<file path="src/rtl/pll_seq_pkg.sv">
// ============================================================================
// Module   : pll_seq_pkg
// Brief    : Shared state encoding and sizing helpers for the PLL chain sequencer.
// Revision : 1.0 - initial release
// ============================================================================
`default_nettype none

package pll_seq_pkg;

    typedef enum logic [2:0] {
        RESET_ALL = 3'd0,
        RELEASE   = 3'd1,
        WAIT_LOCK = 3'd2,
        SETTLE    = 3'd3,
        READY     = 3'd4,
        FAULT     = 3'd5
    } seq_state_e;

    localparam int LOSS_CNT_MAX = 255;

    // Width of a counter that runs 0..limit-1; never narrower than one bit.
    function automatic int cnt_width(input int limit);
        int w;
        w = $clog2(limit);
        return (w < 1) ? 1 : w;
    endfunction

endpackage

`default_nettype wire

</file>
<file path="src/rtl/pll_lock_sync.sv">
// ============================================================================
// Module   : pll_lock_sync
// Brief    : Two-flop synchroniser for a bus of independent async lock flags.
// Revision : 1.0 - initial release
// ============================================================================
`default_nettype none

module pll_lock_sync #(
    parameter int WIDTH = 1
) (
    input  logic             clk,
    input  logic             rst_n,
    input  logic [WIDTH-1:0] async_i,
    output logic [WIDTH-1:0] sync_o
);

    logic [WIDTH-1:0] meta_q;
    logic [WIDTH-1:0] sync_q;

    always_ff @(posedge clk or negedge rst_n) begin
        if (!rst_n) begin
            meta_q <= '0;
            sync_q <= '0;
        end else begin
            meta_q <= async_i;
            sync_q <= meta_q;
        end
    end

    assign sync_o = sync_q;

endmodule

`default_nettype wire

</file>
<file path="src/rtl/pll_chain_sequencer.sv">
// ============================================================================
// Module   : pll_chain_sequencer
// Brief    : Releases a cascaded PLL chain stage by stage, gates the system reset
//            on full-chain lock, and supervises lock with retry and fault capture.
// Revision : 1.0 - initial release
// ============================================================================
`default_nettype none

module pll_chain_sequencer #(
    parameter int N_STAGES      = 7,
    parameter int RST_PULSE     = 16,
    parameter int LOCK_TIMEOUT  = 65535,
    parameter int SETTLE_CYCLES = 256,
    parameter int MAX_RETRY     = 3
) (
    input  logic                clk,
    input  logic                reset_n,
    input  logic                restart,
    input  logic [N_STAGES-1:0] pll_locked,
    output logic [N_STAGES-1:0] pll_rst,
    output logic                sys_reset_n,
    output logic                chain_ready,
    output logic                fault,
    output logic [3:0]          fault_stage,
    output logic [1:0]          retry_cnt,
    output logic [7:0]          loss_cnt
);

    import pll_seq_pkg::*;

    localparam int RW = cnt_width(RST_PULSE);
    localparam int TW = cnt_width(LOCK_TIMEOUT);
    localparam int SW = cnt_width(SETTLE_CYCLES);

    seq_state_e          state_q, state_d;
    logic [3:0]          stage_q, stage_d;
    logic [RW-1:0]       rst_cnt_q, rst_cnt_d;
    logic [TW-1:0]       timer_q, timer_d;
    logic [SW-1:0]       settle_q, settle_d;
    logic [1:0]          retry_q, retry_d;
    logic                fault_q, fault_d;
    logic [3:0]          fault_stage_q, fault_stage_d;
    logic [7:0]          loss_q, loss_d;
    logic [N_STAGES-1:0] pll_rst_q, pll_rst_d;
    logic                sys_reset_n_q, sys_reset_n_d;
    logic                chain_ready_q, chain_ready_d;

    logic [N_STAGES-1:0] lock_sync;
    logic [N_STAGES-1:0] stage_onehot;
    logic [N_STAGES-1:0] settled_mask;
    logic                cur_locked;
    logic                settled_lost;
    logic                timed_out;

    pll_lock_sync #(
        .WIDTH (N_STAGES)
    ) u_lock_sync (
        .clk     (clk),
        .rst_n   (reset_n),
        .async_i (pll_locked),
        .sync_o  (lock_sync)
    );

    // Stages below the current one have already settled; any of them dropping
    // invalidates the downstream clocks, so the whole chain restarts.
    assign stage_onehot = N_STAGES'(1) << stage_q;
    assign settled_mask = stage_onehot - N_STAGES'(1);
    assign cur_locked   = |(lock_sync & stage_onehot);
    assign settled_lost = |(~lock_sync & settled_mask);
    assign timed_out    = (timer_q == TW'(LOCK_TIMEOUT - 1));

    always_comb begin
        state_d       = state_q;
        stage_d       = stage_q;
        rst_cnt_d     = '0;
        timer_d       = timer_q;
        settle_d      = settle_q;
        retry_d       = retry_q;
        fault_d       = fault_q;
        fault_stage_d = fault_stage_q;
        loss_d        = loss_q;

        if (restart) begin
            state_d       = RESET_ALL;
            stage_d       = '0;
            retry_d       = '0;
            fault_d       = 1'b0;
            fault_stage_d = '0;
        end else begin
            unique case (state_q)
                RESET_ALL: begin
                    if (rst_cnt_q == RW'(RST_PULSE - 1)) begin
                        state_d = RELEASE;
                        stage_d = '0;
                    end else begin
                        rst_cnt_d = rst_cnt_q + RW'(1);
                    end
                end
                RELEASE: begin
                    timer_d = '0;
                    state_d = WAIT_LOCK;
                end
                WAIT_LOCK: begin
                    if (settled_lost) begin
                        state_d = RESET_ALL;
                    end else if (timed_out) begin
                        if (retry_q < 2'(MAX_RETRY)) begin
                            retry_d = retry_q + 2'd1;
                            state_d = RESET_ALL;
                        end else begin
                            state_d       = FAULT;
                            fault_d       = 1'b1;
                            fault_stage_d = stage_q;
                        end
                    end else begin
                        timer_d = timer_q + TW'(1);
                        if (cur_locked) begin
                            state_d  = SETTLE;
                            settle_d = '0;
                        end
                    end
                end
                SETTLE: begin
                    // Lock timer is frozen here and resumes on a drop back to
                    // WAIT_LOCK, so glitches eat into the same per-stage budget.
                    if (settled_lost) begin
                        state_d = RESET_ALL;
                    end else if (!cur_locked) begin
                        state_d = WAIT_LOCK;
                    end else if (settle_q == SW'(SETTLE_CYCLES - 1)) begin
                        if (stage_q == 4'(N_STAGES - 1)) begin
                            state_d = READY;
                            retry_d = '0;
                        end else begin
                            stage_d = stage_q + 4'd1;
                            state_d = RELEASE;
                        end
                    end else begin
                        settle_d = settle_q + SW'(1);
                    end
                end
                READY: begin
                    if (!(&lock_sync)) begin
                        state_d = RESET_ALL;
                        if (loss_q != 8'(LOSS_CNT_MAX)) begin
                            loss_d = loss_q + 8'd1;
                        end
                    end
                end
                FAULT: begin
                    state_d = FAULT;
                end
                default: begin
                    state_d = RESET_ALL;
                end
            endcase
        end

        // Outputs are registered from the next state so they line up with it.
        pll_rst_d = pll_rst_q;
        if ((state_d == RESET_ALL) || (state_d == FAULT)) begin
            pll_rst_d = '1;
        end else if (state_d == RELEASE) begin
            pll_rst_d = pll_rst_q & ~(N_STAGES'(1) << stage_d);
        end
        chain_ready_d = (state_d == READY);
        sys_reset_n_d = (state_d == READY);
    end

    always_ff @(posedge clk or negedge reset_n) begin
        if (!reset_n) begin
            state_q       <= RESET_ALL;
            stage_q       <= '0;
            rst_cnt_q     <= '0;
            timer_q       <= '0;
            settle_q      <= '0;
            retry_q       <= '0;
            fault_q       <= 1'b0;
            fault_stage_q <= '0;
            loss_q        <= '0;
            pll_rst_q     <= '1;
            sys_reset_n_q <= 1'b0;
            chain_ready_q <= 1'b0;
        end else begin
            state_q       <= state_d;
            stage_q       <= stage_d;
            rst_cnt_q     <= rst_cnt_d;
            timer_q       <= timer_d;
            settle_q      <= settle_d;
            retry_q       <= retry_d;
            fault_q       <= fault_d;
            fault_stage_q <= fault_stage_d;
            loss_q        <= loss_d;
            pll_rst_q     <= pll_rst_d;
            sys_reset_n_q <= sys_reset_n_d;
            chain_ready_q <= chain_ready_d;
        end
    end

    assign pll_rst     = pll_rst_q;
    assign sys_reset_n = sys_reset_n_q;
    assign chain_ready = chain_ready_q;
    assign fault       = fault_q;
    assign fault_stage = fault_stage_q;
    assign retry_cnt   = retry_q;
    assign loss_cnt    = loss_q;

endmodule

`default_nettype wire

</file>
<file path="config.mk">
export PLATFORM = sky130hd
export DESIGN_NAME = pll_chain_sequencer
export DESIGN_NICKNAME = d
export VERILOG_FILES = /design/src/rtl/pll_seq_pkg.sv /design/src/rtl/pll_lock_sync.sv /design/src/rtl/pll_chain_sequencer.sv
export SDC_FILE = /design/constraint.sdc
export NUM_CORES = 1
export LEC_CHECK = 0
export ABC_CLOCK_PERIOD_IN_PS = 9750
export CORE_ASPECT_RATIO = 0.7
export CORE_MARGIN = 5
export CORE_UTILIZATION = 62
export DETAILED_ROUTE_END_ITERATION = 6
export GPL_TIMING_DRIVEN = 0
export HOLD_SLACK_MARGIN = 0.03
export PLACE_DENSITY = 0.93
export SYNTH_ARGS = -nofsm -noshare
export SYNTH_HDL_FRONTEND = slang
export SYNTH_SLANG_ARGS = --single-unit
</file>
<file path="constraint.sdc">
create_clock -name clk -period 9.75 [get_ports clk]
set_input_delay 1.95 -clock clk [delete_from_list [all_inputs] [get_ports clk]]
set_output_delay 1.95 -clock clk [all_outputs]
set_load 0.005 [all_outputs]
</file>
==> summary.md <==
| Metric | Value |
|---|---|
| Critical-path top delay cell | clkdlybuf4s50_1 |
| Register-to-Register Path Depth | 13 |
| Total grt overflow | 0 |
| Worst-margin pin slew | 1140 ps |
| # resized after CTS | 0 |
| Peak supply drop | 0.0872 mV |
| Gp weighted congestion | 0.943 |
| Std cell rows | 24 |
| CTS clk-pin slew, worst paths | 90 ps |
| Placed cells | 525 |
| Final Max Slew Viols | 0 |
| CP bufs+invs | 3 |
| Antenna Nets Post-Route | 0 |
| First-pass GRT wire length | 15.9 mm |
| TritonCTS clock tree | done |
| Fmax | 0.232 GHz |
| Final Hold Fails | 0 |
| Die Wd | 104 um |
| Core ar. | 6130 um2 |
| Worst hold slack | 356 ps |
| Register area share after synthesis | 47.1% |
| Drt drc | 0 |
| Yosys top cell area share | 42.3% |
| Slew margin rel. | 23.0% |
| TritonCTS Sinks | 72 |
| Register-to-Register Setup Slack | 5830 ps |
| Post-synth EDFFs | 0 |
| Async SR Flop Fraction | 100% |
| Cell family with most CP delay | buffers and inverters |
| Clock Path Buffers | 2 |
| Arrival time at the worst endpoint | 4580 ps |
| Period minus WS final | 4310 ps |
| H-tree levels | 3 |
| Die area | 7910 um2 |
| Vias | 3,310 |
| WL/cell | 16.4 um |
| Final Power | 565 uW |
| Hold path endpoint | u_lock_sync.sync_o[5]$_DFF_PN0_ |
| GR Util All Layers | 24.2% |
| Ports | 34 |
| Worst Path Max Fanout | 10 |
| Power per cell area | 126 nW/um2 |
| Setup_tns | 0 ps |
| Fin cells | 541 |
| Clk_lat worst skew | 360 ps |
| CTS Hold Bufs | 0 |
| Hold depth | 0 |
| Layout cell share with drive strength beyond 1 | 8.86% |
| Ranking of synthesized cells by area | dfrtp_1, nor2_1, dfstp_2 |
| Worst setup margin | 5440 ps |
| DRT iter0 DRCs | 329 |
| Final setup viols | 0 |
| Worst-path cell chain | clkdlybuf4s50_1 -> clkbuf_1 -> clkbuf_1 -> nor2_1 -> o311ai_0 -> nand3_1 -> a2111o_1 -> o21ai_0 -> nand2_1 |
| Cell taking the most area after synthesis | dfrtp_1 |
| Mapped Area | 3850 um2 |
| Min-delay worst type | reg -> reg |
| Post-DP HPWL | 6.47 mm |
| Critical path required time | 10,020 ps |
| Unrepaired setup endpoints after global routing | no |
| Setup Skew | 13.6 ps |
| Post-CTS setup repair buffer count | 0 |
| Yosys reg bits | 72 |
| Starting Density | 62.8% |
| Syn Area/Cell | 9.29 um2 |
| Syn nets | 436 |
| CP Launch Type | input port |
| Outcome | finished, final reports clean |
| CP max stage delay | 530 ps |
| Reg2reg end | timer_q[14]$_DFFE_PN0P_ |
| Reg2reg start | stage_q[1]$_DFF_PN0_ |
| Synth Warn # | 0 |
| Maxcap violations | 0 |
| Area growth from synthesis to layout | 16.2% |
| IO Port Bufs | 33 |
| Final period util | 44.2% |
| CP endpoint kind | flip-flop |
| Synth Flop Type | dfrtp_1 |
| Critical path class | in -> reg |
| Top post-synthesis cells by count | dfrtp_1, nor2_1, nand2_1 |
| Leak Pwr | 1.96 nW |
| Vias in the first global route | 3,216 |
| CP dominant cell by count | clkbuf_1 |
| Die H | 75.9 um |
| Vias per cell | 6.12 |
| CTS root buf | clkbuf_8 |
| Largest net degree at the start of global routing | 73 |
| Cts bufs inserted | 9 |
| First-pass DRT Iterations | 5 |
| Post-synth cell types | 58 |
| Initial antenna violation count | 0 |
| WL final | 8.89 mm |
| Count leader, synth | dfrtp_1 |
| Ant. Diodes | 0 |
| Cells after Synth | 414 |
| Hold_sp | u_lock_sync.meta_q[5]$_DFF_PN0_ |
| Placement Setup Slack | 5120 ps |
| Final nets | 480 |
[final cells by class]
class                      instances  area, um2
fill                             448       1660
sequential                        72       1810
clock inverter                     7       73.8
timing repair buffer              33        328
inverter                          18       67.6
clock buffer                       9        124
multi-input combinational        312       1910
tap                               78       97.6
buffer                            12       61.3
[sequential cells by signal, summed over array words and instances, names as in the netlist, 3 cells and up]
name / cells
settle_q: 8
rst_cnt_q: 4
timer_q: 16
loss_cnt: 8
u_lock_sync.meta_q: 7
pll_rst: 7
fault_stage: 4
u_lock_sync.sync_o: 7
state_q: 3
stage_q: 4
[layer usage]
layer | track usage, % | wire length, um | vias to the layer above
li1 | - | - | 1565
met5 | 0 | 0 | -
met3 | 6.03 | 715 | 23
met2 | 35.6 | 3940 | 153
met1 | 35.2 | 4080 | 1569
met4 | 8.28 | 151 | 0
[placed cells by master, fill, tap and decap left out, types with 7 or more instances in the layout]
master	n
and2_1	8
o21ai_0	32
ha_1	12
inv_1	17
clkbuf_1	8
xor2_1	9
mux2i_1	8
a21oi_1	12
nand2_1	41
xnor2_1	11
nor3_1	13
nand4_1	14
clkbuf_8	9
nand2b_1	7
nand3_1	22
nor2_1	51
dfstp_2	7
clkdlybuf4s50_1	32
or3_1	7
dfrtp_1	65
[metrics by stage]
step	instance area, um2	utilization (%)
floorplan	3850	-
global placement	4280	69.8
detailed placement	4270	69.8
CTS	4470	73.0
global route	4470	73.0
finish	4470	73.0
[worst max-delay path by stage]
stage	from	end	cells past startpoint
2_1_floorplan	restart	loss_cnt[7]$_DFFE_PN0P_	5
3_3_place_gp	reset_n	fault$_DFFE_PN0P_	1
3_5_place_dp	restart	loss_cnt[7]$_DFFE_PN0P_	6
4_1_cts	restart	loss_cnt[7]$_DFFE_PN0P_	6
5_1_grt	restart	loss_cnt[7]$_DFFE_PN0P_	6
6_report	restart	pll_rst[3]$_DFFE_PN1P_	9
[where the power goes]
| group | internal (mW) | switching (mW) | total, mW |
|---|---|---|---|
| clock | 0.100 | 0.130 | 0.230 |
| combinational | 0.00852 | 0.0139 | 0.0224 |
| sequential | 0.306 | 0.00674 | 0.313 |
[cells by family (layout without fill, tap and decap cells)]
| logic type | Yosys count | in the layout | synth area share (%) |
|---|---|---|---|
| AO/OA/AOI/OAI | 75 | 75 | 12.8 |
| buffers and inverters | 30 | 79 | 3.35 |
| multiplexers | 10 | 10 | 2.67 |
| XOR/XNOR | 20 | 20 | 4.55 |
| flip-flops | 72 | 72 | 47.1 |
| AND/OR/NAND/NOR | 195 | 195 | 25.7 |
| adder cells (fa/ha/maj) | 12 | 12 | 3.90 |
(Power assumes the default switching activity.)
